`src/rtl/elevator_shaft_drive_if.sv`:
```
`default_nettype none
// ============================================================================
// elevator_shaft_drive_if : controller <-> shaft drive command/status bundle
// Rev 1.0
// ============================================================================
interface elevator_shaft_drive_if #(
  parameter int POS_W   = 8,
  parameter int FLOOR_W = 3
);
  logic [1:0]         engine_up;
  logic [1:0]         engine_down;
  logic [POS_W-1:0]   pos;
  logic [FLOOR_W-1:0] floor_sensor;
  logic               at_floor;
  logic               floor_pulse;
  logic               moving;
  logic               dir_up;
  logic               fast;
  logic               fault;

  modport master (
    output engine_up, engine_down,
    input  pos, floor_sensor, at_floor, floor_pulse, moving, dir_up, fast, fault
  );

  modport slave (
    input  engine_up, engine_down,
    output pos, floor_sensor, at_floor, floor_pulse, moving, dir_up, fast, fault
  );
endinterface
`default_nettype wire

```
`src/rtl/elevator_shaft_drive.sv`:
```
`default_nettype none
// ============================================================================
// elevator_shaft_drive : integrates motor speed codes into a cabin position
// Rev 1.0
// ============================================================================
module elevator_shaft_drive #(
  parameter int FLOORS          = 8,
  parameter int FLOOR_W         = 3,
  parameter int TICKS_PER_FLOOR = 16,
  parameter int POS_W           = 8,
  parameter int RAMP_CYCLES     = 4
) (
  input wire                    clk,
  input wire                    rst,
  elevator_shaft_drive_if.slave drv
);

  localparam int                    c_tpf_log   = $clog2(TICKS_PER_FLOOR);
  localparam int                    c_ramp_w    = $clog2(RAMP_CYCLES + 1);
  localparam logic [POS_W:0]        c_pos_max   = (POS_W+1)'((FLOORS - 1) * TICKS_PER_FLOOR);
  localparam logic [c_ramp_w-1:0]   c_ramp_full = c_ramp_w'(RAMP_CYCLES);

  typedef enum logic [2:0] {
    ST_STOP  = 3'd0,
    ST_SLOW  = 3'd1,
    ST_FAST  = 3'd2,
    ST_DECEL = 3'd3,
    ST_FAULT = 3'd4
  } state_e;

  state_e                state_q, state_d;
  logic [POS_W-1:0]      pos_q, pos_d;
  logic                  dir_up_q, dir_up_d;
  logic [c_ramp_w-1:0]   ramp_q, ramp_d;
  logic [FLOOR_W-1:0]    floor_prev_q;
  logic                  floor_pulse_q;

  logic                  w_up, w_dn, w_illegal, w_opp;
  logic [1:0]            w_fwd;
  logic [1:0]            w_step;
  logic                  w_step_up;
  logic [POS_W:0]        w_pos_ext, w_step_ext, w_sum;
  logic [FLOOR_W-1:0]    w_floor;

  assign w_up      = (drv.engine_up != 2'b00);
  assign w_dn      = (drv.engine_down != 2'b00);
  assign w_illegal = (w_up & w_dn) | (drv.engine_up == 2'b11) | (drv.engine_down == 2'b11);
  // Commands are interpreted relative to the current direction of travel.
  assign w_fwd     = dir_up_q ? drv.engine_up : drv.engine_down;
  assign w_opp     = dir_up_q ? w_dn : w_up;

  assign w_pos_ext  = {1'b0, pos_q};
  assign w_step_ext = (POS_W+1)'(w_step);
  assign w_sum      = w_pos_ext + w_step_ext;
  assign w_floor    = FLOOR_W'(pos_q >> c_tpf_log);

  always_comb begin
    state_d   = state_q;
    dir_up_d  = dir_up_q;
    ramp_d    = ramp_q;
    pos_d     = pos_q;
    w_step    = 2'd0;
    w_step_up = dir_up_q;

    if ((state_q != ST_FAULT) && w_illegal) begin
      state_d = ST_FAULT;
    end else begin
      case (state_q)
        ST_STOP: begin
          if (w_up) begin
            if (w_pos_ext == c_pos_max) begin
              state_d = ST_FAULT;
            end else begin
              state_d   = ST_SLOW;
              dir_up_d  = 1'b1;
              w_step    = 2'd1;
              w_step_up = 1'b1;
              ramp_d    = c_ramp_w'(1);
            end
          end else if (w_dn) begin
            if (pos_q == '0) begin
              state_d = ST_FAULT;
            end else begin
              state_d   = ST_SLOW;
              dir_up_d  = 1'b0;
              w_step    = 2'd1;
              w_step_up = 1'b0;
              ramp_d    = c_ramp_w'(1);
            end
          end
        end
        ST_SLOW: begin
          if (w_opp) begin
            state_d = ST_FAULT;
          end else if (w_fwd == 2'b00) begin
            state_d = ST_STOP;
          end else if ((w_fwd == 2'b10) && (ramp_q == c_ramp_full)) begin
            state_d = ST_FAST;
            w_step  = 2'd2;
          end else begin
            w_step = 2'd1;
            if ((w_fwd == 2'b10) && (ramp_q < c_ramp_full)) begin
              ramp_d = ramp_q + c_ramp_w'(1);
            end
          end
        end
        ST_FAST: begin
          if (w_opp) begin
            state_d = ST_FAULT;
          end else if (w_fwd == 2'b00) begin
            state_d = ST_DECEL;
            w_step  = 2'd1;
          end else if (w_fwd == 2'b01) begin
            state_d = ST_SLOW;
            w_step  = 2'd1;
            ramp_d  = '0;
          end else begin
            w_step = 2'd2;
          end
        end
        ST_DECEL: state_d = ST_STOP;
        ST_FAULT: state_d = ST_FAULT;
        default:  state_d = ST_FAULT;
      endcase
    end

    // A step past either end of the shaft pins the cabin at the limit and faults.
    if (w_step != 2'd0) begin
      if (w_step_up) begin
        if (w_sum > c_pos_max) begin
          pos_d   = c_pos_max[POS_W-1:0];
          state_d = ST_FAULT;
        end else begin
          pos_d = w_sum[POS_W-1:0];
        end
      end else begin
        if (w_pos_ext < w_step_ext) begin
          pos_d   = '0;
          state_d = ST_FAULT;
        end else begin
          pos_d = pos_q - POS_W'(w_step);
        end
      end
    end
  end

  always_ff @(posedge clk) begin
    if (!rst) begin
      state_q       <= ST_STOP;
      pos_q         <= '0;
      dir_up_q      <= 1'b0;
      ramp_q        <= '0;
      floor_prev_q  <= '0;
      floor_pulse_q <= 1'b0;
    end else begin
      state_q       <= state_d;
      pos_q         <= pos_d;
      dir_up_q      <= dir_up_d;
      ramp_q        <= ramp_d;
      floor_prev_q  <= w_floor;
      floor_pulse_q <= (w_floor != floor_prev_q);
    end
  end

  assign drv.pos          = pos_q;
  assign drv.floor_sensor = w_floor;
  assign drv.at_floor     = (pos_q[c_tpf_log-1:0] == '0);
  assign drv.floor_pulse  = floor_pulse_q;
  assign drv.moving       = (state_q == ST_SLOW) || (state_q == ST_FAST) || (state_q == ST_DECEL);
  assign drv.dir_up       = dir_up_q;
  assign drv.fast         = (state_q == ST_FAST);
  assign drv.fault        = (state_q == ST_FAULT);

endmodule
`default_nettype wire

```
`src/flat_wrapper.sv`:
```
// flat-port wrapper written by rule: the top's interface ports become plain ports
module elevator_shaft_drive_flat 
#(
  parameter int FLOORS          = 8,
  parameter int FLOOR_W         = 3,
  parameter int TICKS_PER_FLOOR = 16,
  parameter int POS_W           = 8,
  parameter int RAMP_CYCLES     = 4
)
  (clk, rst, drv_engine_up, drv_engine_down, drv_pos, drv_floor_sensor, drv_at_floor, drv_floor_pulse, drv_moving, drv_dir_up, drv_fast, drv_fault);
  elevator_shaft_drive_if #(.POS_W(POS_W), .FLOOR_W(FLOOR_W)) drv_i ();
  input wire clk;
  input wire rst;
  input wire logic [$bits(drv_i.engine_up)-1:0] drv_engine_up;
  input wire logic [$bits(drv_i.engine_down)-1:0] drv_engine_down;
  output wire logic [$bits(drv_i.pos)-1:0] drv_pos;
  output wire logic [$bits(drv_i.floor_sensor)-1:0] drv_floor_sensor;
  output wire logic [$bits(drv_i.at_floor)-1:0] drv_at_floor;
  output wire logic [$bits(drv_i.floor_pulse)-1:0] drv_floor_pulse;
  output wire logic [$bits(drv_i.moving)-1:0] drv_moving;
  output wire logic [$bits(drv_i.dir_up)-1:0] drv_dir_up;
  output wire logic [$bits(drv_i.fast)-1:0] drv_fast;
  output wire logic [$bits(drv_i.fault)-1:0] drv_fault;
  assign drv_i.engine_up = drv_engine_up;
  assign drv_i.engine_down = drv_engine_down;
  assign drv_pos = drv_i.pos;
  assign drv_floor_sensor = drv_i.floor_sensor;
  assign drv_at_floor = drv_i.at_floor;
  assign drv_floor_pulse = drv_i.floor_pulse;
  assign drv_moving = drv_i.moving;
  assign drv_dir_up = drv_i.dir_up;
  assign drv_fast = drv_i.fast;
  assign drv_fault = drv_i.fault;
  elevator_shaft_drive #(.FLOORS(FLOORS), .FLOOR_W(FLOOR_W), .TICKS_PER_FLOOR(TICKS_PER_FLOOR), .POS_W(POS_W), .RAMP_CYCLES(RAMP_CYCLES)) u_core (.clk(clk), .rst(rst), .drv(drv_i));
endmodule
```
`config.mk`:
```
export PLATFORM = sky130hd
export DESIGN_NAME = elevator_shaft_drive_flat
export DESIGN_NICKNAME = d
export VERILOG_FILES = /design/src/rtl/elevator_shaft_drive_if.sv /design/src/rtl/elevator_shaft_drive.sv /design/src/flat_wrapper.sv
export SDC_FILE = /design/constraint.sdc
export NUM_CORES = 1
export LEC_CHECK = 0
export ABC_AREA = 0
export CORE_MARGIN = 2
export CORE_UTILIZATION = 30
export CTS_CLUSTER_DIAMETER = 30
export DETAILED_ROUTE_END_ITERATION = 16
export GPL_TIMING_DRIVEN = 0
export PLACE_DENSITY = 0.48
export SETUP_SLACK_MARGIN = 0.2
export SYNTH_ARGS = -nofsm -noshare
export SYNTH_HDL_FRONTEND = slang
export SYNTH_SLANG_ARGS = --single-unit
export TNS_END_PERCENT = 20
```
`constraint.sdc`:
```
create_clock -name clk -period 7.2 [get_ports clk]
set_input_delay 0.72 -clock clk [delete_from_list [all_inputs] [get_ports clk]]
set_output_delay 0.72 -clock clk [all_outputs]
set_load 0.05 [all_outputs]
```
==> run summary <==
status = complete, no violations
setup violators final = 0
Nets = 268
CP most frequent cell = nor2_1
CORE AREA = 0.00628 mm²
Clock Skews = 0.00825 ns
Post-synth EDFFs = 0
largest net degree at the start of global routing = 12
Pwr Density = 139 mW/mm²
YS warnings = 0
Period minus WS final = 4.43 ns
H-tree depth = 1
Worst Max-Slew Pin Slew = 0.611 ns
WL per Instance = 15.1 µm
peak supply drop = 0.0000785 V
main flop type after synthesis = dfxtp_1
worst slack, placed = 2.48 ns
Clk Latency, worst-skew pair = 0.27 ns
row cnt = 29
CP Buf/Inv Count = 3
share of cells above drive strength 1 = 0.162
CP max FO = 10
Hold Path Class = flop to flop
Worst Path Required = 7.34 ns
drc violations = 0
IO Count = 23
total power = 319 µW
Switching Fraction = 0.379
RSZ-0062 raised after global routing = false
overall global routing resource usage = 0.146
Routed Antenna Nets = 0
first-pass GRT wire length = 8530 µm
initial antenna violation count = 0
Worst-path clk slew = 0.08 ns
final core utilization = 0.365
die area = 0.00711 mm²
routability congestion estimate = 0.801
post-detail-place hpwl = 3750 µm
Synth Cell Area = 0.00194 mm²
vias in the first global route = 1674
kind of critical path = input port to flop
final global-route overflow total = 0
Post-Route Setup TNS = 0 ns
Routed WL = 4990 µm
DRT iter0 DRCs = 83
Inserted Clock Buffers = 3
M1 GR Usage = 0.201
Post-Synthesis Cells = 228
Flop pwr share = 0.361
initial core utilization = 0.308
period utilization = 0.615
CP Cell Sequence = clkdlybuf4s50_1, clkbuf_8, o2111ai_1, o31a_1, o311a_1, nor2_1, nor2_1, ha_1, inv_1, fa_1, nand3b_1, xnor2_1, nand2_1, o311a_2, o311ai_1, nor3_1
CTS Buffer Depth = 2
Synth async-reset ratio = 0
Worst EP arrival = 4.57 ns
Max Slew Vio Count = 0
total number of vias = 1735
first-pass detailed-route iteration total = 4
layout overhead on the synthesized area = 18.2%
CP peak stage delay = 0.45 ns
FF+latch count, synth = 19
clock sink count = 19
Final Hold Viols = 0
Mapped Nets = 242
count of different cell masters after synthesis = 70
leak pwr = 0.813 nW
Max Clock Freq = 226 MHz
post-DR vias/cell = 5.26
Clk pwr share = 0.247
busiest layer in global routing = met2
number of port buffers = 21
number of diodes = 0
syn_area_per_cell = 8.49 µm²
Clock Tree Root = clkbuf_8
setup bufs post-CTS = 0
sequential share of the synthesized area = 0.197
Max-Cap Viols = 0
CTS tree = built
Logic pwr share = 0.392
routing usage on met3 = 0.0197
CTS Hold Bufs = 0
Critical Path Start Type = input port
number of gates resized after cts = 0
Final Worst Setup Slack = 2.77 ns
Crit path max-delay family = compound AO/OA/AOI/OAI gates
Worst Setup End Kind = flop
die height = 84.3 µm
sw power = 121 µW
internal power = 198 µW
die extent in x = 84.3 µm
Rel. slew slack = 0.589
Crit-path slowest cell = clkdlybuf4s50_1
met2 Use GR = 0.239
cell usage in the layout, fill, tap and decap left out, types with 5 or more instances in the layout:
master	n
clkbuf_8	8
a21oi_1	9
ha_1	6
buf_4	7
o21ai_0	10
nand2_1	20
or4_1	5
nor3_1	9
nor2_1	20
clkdlybuf4s50_1	21
xnor2_1	5
inv_1	11
nor2b_1	5
dfxtp_1	19
area by class of cell:
cell class | instances | area [µm²]
fill | 672 | 3990
multi-input combinational | 176 | 1320
sequential | 19 | 380
timing repair buffer | 21 | 210
buffer | 20 | 184
tap | 77 | 96.3
inverter | 13 | 48.8
clock buffer | 3 | 41.3
clock inverter | 1 | 5.00
worst min-delay path, cell delays in order (launching register included):
cell     delay [ns]
dfxtp_1        0.33
nand2_1        0.06
a21oi_1        0.05
flip-flops by register name (all words and copies together), names as in the netlist:
name	flops
u_core.drv.pos	8
u_core.drv.dir_up	1
u_core.ramp_q	3
u_core.state_q	3
u_core.floor_prev_q	3
u_core.drv.floor_pulse	1
power by group through the flow:
stage	Sequential (mW)	Combinational [mW]	Clock (mW)
detailed placement	0.118	0.125	0
CTS	0.115	0.126	0.0807
global route	0.116	0.137	0.0867
finish	0.115	0.125	0.0790
global placement	0.118	0.126	0
floorplan	0.127	0.0834	0
per-layer routing:
layer,wire (µm),up-vias
met5,0,-
met2,2310,36
met3,200,7
met1,2400,804
met4,83,0
li1,-,888
path summary, 6_finish.rpt:
| path | start | to | slack (ns) | cells past startpoint |
|---|---|---|---|---|
| worst max-delay path | drv_engine_up[0] | u_core.state_q[1]$_SDFF_PN0_ | 2.77 | 16 |
| worst min-delay path | u_core.ramp_q[1]$_SDFFE_PN0P_ | u_core.ramp_q[1]$_SDFFE_PN0P_ | 0.48 | 2 |
| worst max register to register | u_core.state_q[0]$_SDFF_PN0_ | u_core.state_q[1]$_SDFF_PN0_ | 3.28 | 14 |
| worst min register to register | u_core.ramp_q[1]$_SDFFE_PN0P_ | u_core.ramp_q[1]$_SDFFE_PN0P_ | 0.48 | 2 |
cells by family after synthesis:
| logic type | Yosys count | share of synthesized area |
|---|---|---|
| and+or+nand+nor | 93 | 0.279 |
| DFF | 19 | 0.197 |
| xor gates and xnor gates | 9 | 0.0407 |
| buffers and inverters | 33 | 0.120 |
| muxes | 5 | 0.0271 |
| adders and majority gates | 9 | 0.0646 |
| AOI/OAI and AO/OA | 60 | 0.272 |
cell usage after synthesis (2+ instances only):
| library cell | instances | area (µm²) |
|---|---|---|
| or3_1 | 2 | 12.5 |
| o211a_1 | 3 | 30.0 |
| clkinv_1 | 2 | 7.51 |
| nor4b_1 | 2 | 17.5 |
| nand3_1 | 3 | 15.0 |
| o31a_1 | 3 | 26.3 |
| a211oi_1 | 3 | 22.5 |
| mux2i_1 | 3 | 30.0 |
| a22oi_1 | 4 | 30.0 |
| clkbuf_8 | 5 | 68.8 |
| o21ai_0 | 10 | 50.1 |
| dfxtp_1 | 19 | 380 |
| nand2_1 | 20 | 75.1 |
| nor2_1 | 20 | 75.1 |
| nand4b_1 | 2 | 17.5 |
| nor3b_1 | 3 | 22.5 |
| nor2b_1 | 5 | 31.3 |
| buf_4 | 7 | 52.6 |
| ha_1 | 6 | 75.1 |
| xnor2_1 | 5 | 43.8 |
| or2b_1 | 2 | 15.0 |
| a21oi_1 | 9 | 45.0 |
| inv_1 | 11 | 41.3 |
| mux2_2 | 2 | 22.5 |
| and2_1 | 2 | 12.5 |
| nor3_1 | 9 | 45.0 |
| xor2_1 | 4 | 35.0 |
| o311a_1 | 2 | 20.0 |
| a31oi_1 | 3 | 18.8 |
| nand2b_1 | 2 | 12.5 |
| nand3b_1 | 2 | 15.0 |
| o2111ai_1 | 2 | 17.5 |
| buf_2 | 2 | 10.0 |
| and3b_1 | 2 | 17.5 |
| fa_1 | 2 | 40.0 |
| clkbuf_1 | 2 | 7.51 |
| nor3b_2 | 2 | 25.0 |
| buf_6 | 4 | 45.0 |
| or4_1 | 5 | 37.5 |
| o22ai_1 | 2 | 12.5 |
per-stage QoR:
step / hold slack [ns] / cell area (µm²) / instances
after floorplan: 0.449 / 1940 / 228
after global placement: 0.465 / 2240 / 326
after detailed placement: 0.470 / 2240 / 326
after CTS: 0.480 / 2290 / 330
after global routing: 0.504 / 2290 / 330
final: 0.477 / 2290 / 330
(Power assumes the default switching activity.)
